==> src/rtl/dec_to_bin_encoder_pkg.sv <==
// Shared types for the decimal-line to binary encoder: FIFO state encoding,
// the code width, and the entry layout stored in the two-deep buffer.
package dec_to_bin_encoder_pkg;

    localparam int OH_W   = 4;
    localparam int CODE_W = 2;

    typedef enum logic [1:0] {
        EMPTY = 2'd0,
        ONE   = 2'd1,
        TWO   = 2'd2
    } state_t;

    typedef struct packed {
        logic [CODE_W-1:0] code;
        logic              err;
    } entry_t;

endpackage

==> src/rtl/dec_to_bin_encoder_if.sv <==
// Producer/consumer channel of the encoder: decimal-line words in, binary
// codes out, each side with its own valid/ready pair.
interface dec_to_bin_encoder_if;
    import dec_to_bin_encoder_pkg::*;

    // A transfer happens on a side only in a cycle where both valid and ready
    // are high; valid must not wait on ready, and the payload travels with valid.
    logic [OH_W-1:0]   in_oh;
    logic              in_valid;
    logic              in_ready;
    logic [CODE_W-1:0] out_code;
    logic              out_err;
    logic              out_valid;
    logic              out_ready;

    modport master (
        output in_oh, in_valid, out_ready,
        input  in_ready, out_code, out_err, out_valid
    );

    modport slave (
        input  in_oh, in_valid, out_ready,
        output in_ready, out_code, out_err, out_valid
    );

endinterface

==> src/rtl/dec_to_bin_encoder_onehot4_to_bin2.sv <==
// Combinational encoder: index of the highest set line, plus a flag for any
// word that is not exactly one-hot (no line or several lines set).
module onehot4_to_bin2
    import dec_to_bin_encoder_pkg::*;
(
    input  logic [OH_W-1:0]   oh,
    output logic [CODE_W-1:0] code,
    output logic              err
);

    logic one_hot;

    always_comb begin
        code = '0;
        casez (oh)
            4'b1???: code = 2'd3;
            4'b01??: code = 2'd2;
            4'b001?: code = 2'd1;
            default: code = 2'd0;
        endcase
    end

    // Clearing the lowest set bit leaves zero only for a single-bit word.
    assign one_hot = (oh != '0) && ((oh & (oh - 4'd1)) == '0);
    assign err     = !one_hot;

endmodule

==> src/rtl/dec_to_bin_encoder.sv <==
// Encodes decimal-line words into registered binary codes held in a two-entry
// FIFO, and counts accepted non-one-hot words in a saturating counter.
module dec_to_bin_encoder
    import dec_to_bin_encoder_pkg::*;
#(
    parameter int ERR_CNT_W = 8
) (
    input  logic                 clk,
    input  logic                 rst,
    dec_to_bin_encoder_if.slave  bus,
    output logic [ERR_CNT_W-1:0] err_count,
    output state_t               state
);

    state_t state_q, state_d;
    entry_t head_q, head_d;
    entry_t tail_q, tail_d;
    entry_t new_entry;
    logic   push, pop;

    onehot4_to_bin2 u_enc (
        .oh   (bus.in_oh),
        .code (new_entry.code),
        .err  (new_entry.err)
    );

    // in_ready comes from state alone so it never loops back from out_ready.
    assign bus.in_ready  = !rst && (state_q != TWO);
    assign bus.out_valid = !rst && (state_q != EMPTY);
    assign bus.out_code  = head_q.code;
    assign bus.out_err   = head_q.err;
    assign state         = state_q;

    assign push = bus.in_valid  && bus.in_ready;
    assign pop  = bus.out_valid && bus.out_ready;

    always_ff @(posedge clk) begin
        if (rst) begin
            state_q <= EMPTY;
            head_q  <= '0;
            tail_q  <= '0;
        end else begin
            state_q <= state_d;
            head_q  <= head_d;
            tail_q  <= tail_d;
        end
    end

    always_comb begin
        state_d = state_q;
        head_d  = head_q;
        tail_d  = tail_q;
        case (state_q)
            EMPTY: begin
                if (push) begin
                    head_d  = new_entry;
                    state_d = ONE;
                end
            end
            ONE: begin
                if (push && pop) begin
                    head_d = new_entry;
                end else if (push) begin
                    tail_d  = new_entry;
                    state_d = TWO;
                end else if (pop) begin
                    state_d = EMPTY;
                end
            end
            TWO: begin
                if (pop) begin
                    head_d  = tail_q;
                    state_d = ONE;
                end
            end
            default: state_d = EMPTY;
        endcase
    end

    always_ff @(posedge clk) begin
        if (rst) begin
            err_count <= '0;
        end else if (push && new_entry.err && (err_count != '1)) begin
            err_count <= err_count + 1'b1;
        end
    end

endmodule

==> src/flat_wrapper.sv <==
// flat-port wrapper written by rule: the top's interface ports become plain ports
module dec_to_bin_encoder_flat import dec_to_bin_encoder_pkg::*;
#(
    parameter int ERR_CNT_W = 8
)
  (clk, rst, err_count, state, bus_in_oh, bus_in_valid, bus_out_ready, bus_in_ready, bus_out_code, bus_out_err, bus_out_valid);
  dec_to_bin_encoder_if bus_i ();
  input  logic clk;
  input  logic rst;
  output logic [ERR_CNT_W-1:0] err_count;
  output state_t state;
  input wire logic [$bits(bus_i.in_oh)-1:0] bus_in_oh;
  input wire logic [$bits(bus_i.in_valid)-1:0] bus_in_valid;
  input wire logic [$bits(bus_i.out_ready)-1:0] bus_out_ready;
  output wire logic [$bits(bus_i.in_ready)-1:0] bus_in_ready;
  output wire logic [$bits(bus_i.out_code)-1:0] bus_out_code;
  output wire logic [$bits(bus_i.out_err)-1:0] bus_out_err;
  output wire logic [$bits(bus_i.out_valid)-1:0] bus_out_valid;
  assign bus_i.in_oh = bus_in_oh;
  assign bus_i.in_valid = bus_in_valid;
  assign bus_i.out_ready = bus_out_ready;
  assign bus_in_ready = bus_i.in_ready;
  assign bus_out_code = bus_i.out_code;
  assign bus_out_err = bus_i.out_err;
  assign bus_out_valid = bus_i.out_valid;
  dec_to_bin_encoder #(.ERR_CNT_W(ERR_CNT_W)) u_core (.clk(clk), .rst(rst), .bus(bus_i), .err_count(err_count), .state(state));
endmodule
==> config.mk <==
export PLATFORM = sky130hd
export DESIGN_NAME = dec_to_bin_encoder_flat
export DESIGN_NICKNAME = d
export VERILOG_FILES = /design/src/rtl/dec_to_bin_encoder_pkg.sv /design/src/rtl/dec_to_bin_encoder_if.sv /design/src/rtl/dec_to_bin_encoder_onehot4_to_bin2.sv /design/src/rtl/dec_to_bin_encoder.sv /design/src/flat_wrapper.sv
export SDC_FILE = /design/constraint.sdc
export NUM_CORES = 1
export LEC_CHECK = 0
export BUFFER_PORTS_ARGS = -buffer_cell sky130_fd_sc_hd__buf_2
export CORE_MARGIN = 4
export CORE_UTILIZATION = 44
export CTS_CLUSTER_DIAMETER = 100
export DETAILED_ROUTE_END_ITERATION = 16
export PLACE_DENSITY = 0.72
export SYNTH_ARGS = -nofsm -noshare
export SYNTH_HDL_FRONTEND = slang
export SYNTH_SLANG_ARGS = --single-unit
export TNS_END_PERCENT = 50
==> constraint.sdc <==
create_clock -name clk -period 2.1 [get_ports clk]
set_input_delay 0.525 -clock clk [delete_from_list [all_inputs] [get_ports clk]]
set_output_delay 0.525 -clock clk [all_outputs]
set_load 0.01 [all_outputs]
[Word-level counts from Yosys, hierarchy flattened]
Index checks and enable logic that the tools add are counted.
Operators by class
  $add $sub $neg: 2
  multipliers: 0
  div/mod/pow operators: 0
  magnitude comparators: 0
  eq/ne operators: 11
  shift-type cells: 0
  multiplexer cells: 11
  bitwise logic cells: 2
  reductions and logical operators: 18
Operators with widths (number)
  case mux 2 bit (3 select lines): 2
  2-to-1 mux 2 bit: 5
  2-to-1 mux 3 bit: 3
  case mux 3 bit (3 select lines): 1
  adder 8 x 1 -> 8 bit, second input constant: 1
  logical AND 1 bit: 8
  inequality test 8 bit, second input constant: 1
  AND reduction 4 bit: 2
  inequality test 2 x 1 -> 1 bit, second input constant: 3
  bitwise AND 4 bit: 1
  == test 2 x 1 -> 1 bit, second input constant: 2
  logical NOT 4 bit: 1
  inequality test 2 bit, second input constant: 2
  nonzero test 4 bit: 1
  subtractor 4 x 1 -> 4 bit, second input constant: 1
  == test 3 x 1 -> 1 bit, second input constant: 1
  inequality test 3 x 1 -> 1 bit, second input constant: 1
  AND reduction 3 bit: 1
  nonzero test 3 bit: 1
  == test 2 bit, second input constant: 1
  logical NOT 1 bit: 2
  logical NOT 2 bit: 1
  nonzero test 2 bit: 1
  inverter 1 bit: 1
Storage, ports and cells
  register bits: 16
  latch bits: 0
  memory bits (writable): 0
  ROM bits: 0
  input port bits: 8
  output and inout port bits: 15
  word-level logic and storage cells: 50
  memories: 0

[Logic depth before layout (Yosys ltp)]
  depth in word-level cells: 7
  mapped depth: 7
  depth with buffers taken out: 6

[Hierarchy]
Synthesis repeated with hierarchy kept, for this count alone.
Unflattened totals
  cells, all modules: 94
  area, all modules: 823.3 µm²
Modules (own cells, without submodules)
  dec_to_bin_encoder: times used 1, cells an instance 86, area an instance 770.7 µm², sequential area each 320.3 µm²
  onehot4_to_bin2: times used 1, cells an instance 8, area an instance 52.6 µm², sequential area each 0.0 µm²

[Worst setup path after synthesis]
Ideal clock, no wire load.
  path type: input-to-reg
  start point: in rst
  end point: reg u_core.err_count[5]
  data arrival time: 1931 ps
  data required time: 2029 ps
  setup slack: 98 ps
  stages: 7
  path buffers: 2
  cells stage by stage: buf_6 inv_1 o2111ai_2 or3_1 buf_2 or4_1 a21oi_1
Between the ends
  longest elaborated chain between the ends: 5
Ends and longest elaborated chain
  start, declared: RTL line flat_wrapper.sv:9  | input logic rst;
  logical NOT 1 bit: RTL line dec_to_bin_encoder.sv:28  | assign bus.in_ready = !rst && (state_q != TWO);
  logical AND 1 bit: RTL line dec_to_bin_encoder.sv:28
  logical AND 1 bit: RTL line dec_to_bin_encoder.sv:34  | assign push = bus.in_valid && bus.in_ready;
  logical AND 1 bit (2 in series): RTL line dec_to_bin_encoder.sv:83  | end else if (push && new_entry.err && (err_count != '1)) begin
  end signal, assigned: RTL line dec_to_bin_encoder.sv:84  | err_count <= err_count + 1'b1;
  end, declared: RTL line dec_to_bin_encoder.sv:11  | output logic [ERR_CNT_W-1:0] err_count,
Parallel ways exist; a longest one is shown, timed or not.
A chain may end at the register's enable or synchronous reset.

[Worst setup path after layout]
  start point: reg u_core.err_count[0]
  end point: reg u_core.err_count[5]
Between the ends
  longest elaborated chain between the ends: 2
Ends and longest elaborated chain
  parallel branches: the longest is 2 deep, another holds adder 8 x 1 -> 8 bit
Parallel ways; which one is timed is not known.

==> results.json <==
{
  "ir_drop_mv": 0.389,
  "cts.sinks": 16,
  "cts_tree": "done",
  "fmax_mhz": 512,
  "routedWlPerCell_um": 11.5,
  "vias": 807,
  "die_area_um2": 2610,
  "hpwl_mm": 1.34,
  "critPathBufInv": 0,
  "relSlewSlack_pct": 72.7,
  "grt_max_degree": 19,
  "setup_viol": 0,
  "critical-path-top-delay-family": "simple AND/OR/NAND/NOR gates",
  "outcome": "finished clean",
  "ant_nets": 0,
  "grt.busiest_layer": "met2",
  "ys_seq_elements": 16,
  "htree_levels": 1,
  "grt_pass1_wl_mm": 3.06,
  "slew_viol_final": 0,
  "max_stage_delay_ps": 520,
  "clk_latency_ps": 290,
  "worstSetupEndpointType": "flip-flop",
  "antenna_found_initial": 0,
  "synthesis.area_um2": 816,
  "cp_slowest_cell": "or4_1",
  "p_per_area_nw_per_um2": 602,
  "place_congestion": 0.819,
  "met3_usage_pct": 6.41,
  "tightest_slew_ps": 404,
  "ctsResizeCount": 0,
  "netlist_instances": 98,
  "total_power_mw": 0.619,
  "period_share_pct": 92.9,
  "clk_pin_slew_ps": 100,
  "grt_setup_unrepaired": "false",
  "area_growth_pct": 26.1,
  "min_path_type": "in -> reg",
  "grt_overflow": 0,
  "synth_cell_type_count": 33,
  "synthFlopType": "dfxtp_1",
  "fin_nets": 137,
  "cts_setup_buffers": 0,
  "period_minus_slack_ps": 1950,
  "drive_gt1_share_pct": 30.7,
  "yosysSeqAreaShare_pct": 39.3,
  "die_h_um": 51.1,
  "drc": 0,
  "numPortBuffers": 22,
  "path_class": "reg -> reg",
  "synth_edf_count": 0,
  "cts_made_buffers": 3,
  "antenna_cells": 0,
  "fin_tns_setup_ps": 0,
  "regToRegEndpoint": "u_core.err_count[5]",
  "track_usage_pct": 15.2,
  "vias_per_cell": 5.31,
  "yosysMostFrequentCell": "dfxtp_1",
  "synth.largest_area_cell": "dfxtp_1",
  "skew_ps": 8.21,
  "ctsLongestPathBuffers": 2,
  "path_depth": 6,
  "crit_chain": "ha_1 > nand3_2 > o2111ai_2 > or3_4 > or4_1 > a21oi_1",
  "syn_avg_cell_area_um2": 8.32,
  "synth_area_leaders": "dfxtp_1, nor2_1, a21oi_1, nand2_1, mux2i_1",
  "r2r-start": "u_core.err_count[0]",
  "postCtsHoldBufs": 0,
  "maxCapViolations": 0,
  "dr.pass1.iters": 4,
  "critPathArrivalTime_ps": 2180,
  "r2r_cells": 6,
  "io_pins": 23,
  "crit_fanout": 5,
  "cts_root_buf": "clkbuf_4",
  "met2_usage_pct": 28.1,
  "routed_wl_mm": 1.75,
  "p_leak_nw": 0.425,
  "whs_ps": 454,
  "yosysWarnings": 0,
  "drt_iter0_drc": 4,
  "grtUsageMet1_pct": 15.5,
  "worst_setup_path_start_kind": "flip-flop",
  "synthesis.nets": 107,
  "rows": 15,
  "synth_top_area_share_pct": 39.3,
  "utilization_pct": 58.9,
  "start_util_pct": 46.7,
  "ys_async_sr_fraction_pct": 0,
  "ys_top_cells_by_count": "dfxtp_1, nor2_1, nand2_1",
  "core_um2": 1750,
  "die_w_um": 51.1,
  "hold_viol_final": 0,
  "critPathCapture": "u_core.err_count[5]",
  "cp.required_ps": 2330,
  "rrSetupSlack_ps": 150,
  "startpoint": "u_core.err_count[0]",
  "grt_pass1_vias": 784
}
==> worst min-delay path by stage <==
stage | startpoint | depth (start not counted) | to | slack (ps)
floorplan | u_core.tail_q[0] | 2 | u_core.bus.out_err | 460
detailed placement | u_core.bus.out_code[0] | 2 | u_core.bus.out_code[0] | 480
global placement | u_core.err_count[2] | 1 | u_core.err_count[2] | 470
finish | bus_out_ready | 2 | u_core.state[1] | 450
global route | bus_out_ready | 2 | u_core.state[1] | 440
CTS | bus_out_ready | 2 | u_core.state[1] | 440
==> registers in the layout, indices dropped and copies added (netlist names) <==
name                 cells
u_core.err_count         8
u_core.tail_q            3
u_core.bus.out_code      2
u_core.state             2
u_core.bus.out_err       1
==> stage by stage <==
| stage | setup slack [ps] | instances | cell area, um^2 |
|---|---|---|---|
| 6_report | 149 | 152 | 1030 |
| 5_1_grt | 7.21 | 152 | 1030 |
| 4_1_cts | 57.9 | 152 | 1020 |
| 3_5_place_dp | 15.7 | 148 | 982 |
| 3_3_place_gp | 60.4 | 148 | 982 |
| 2_1_floorplan | 98.0 | 98 | 816 |
==> layer usage <==
| layer | part of all wire [%] | vias up |
|---|---|---|
| met5 | 0 | - |
| met4 | 1.1 | 0 |
| met3 | 6.8 | 4 |
| met2 | 50 | 24 |
| met1 | 42 | 367 |
| li1 | - | 412 |
==> cell usage in the layout (no fill, tap or decap), drive strengths merged, types with 2 or more instances in the layout <==
cell,count
nand4,2
nor2,15
mux2i,4
nand3,2
or4,2
o21ai,3
buf,28
nor2b,2
inv,2
xnor2,3
nand2,11
dfxtp,16
or2b,2
nor3,3
o21a,2
a211oi,2
a21oi,9
clkbuf,4
o31ai,3
or3,2
==> layout make-up <==
type	instances	area (um^2)
Fill cell	178	717
Multi-Input combinational cell	77	478
Sequential cell	16	320
Timing Repair Buffer	28	155
Clock buffer	4	36.3
Tap cell	25	31.3
Inverter	2	7.51
==> power by group <==
part | leakage, nW | switching [mW] | total, mW | internal, mW
combinational | 0.274 | 0.0494 | 0.0925 | 0.0430
clock | 0.0210 | 0.0986 | 0.204 | 0.106
sequential | 0.130 | 0.00863 | 0.322 | 0.314
==> cell families (layout without fill, tap and decap cells) <==
kind of cell | count (synthesis) | in the layout | synth area share (%)
and+or+nand+nor | 47 | 47 | 29.1
AOI/OAI and AO/OA | 22 | 22 | 18.6
adders and majority gates | 1 | 1 | 1.53
xor gates and xnor gates | 3 | 3 | 3.22
muxes | 4 | 4 | 4.91
DFF | 16 | 16 | 39.3
buffers and inverters | 5 | 34 | 3.37
No activity file was read; power rests on OpenSTA's default activity.
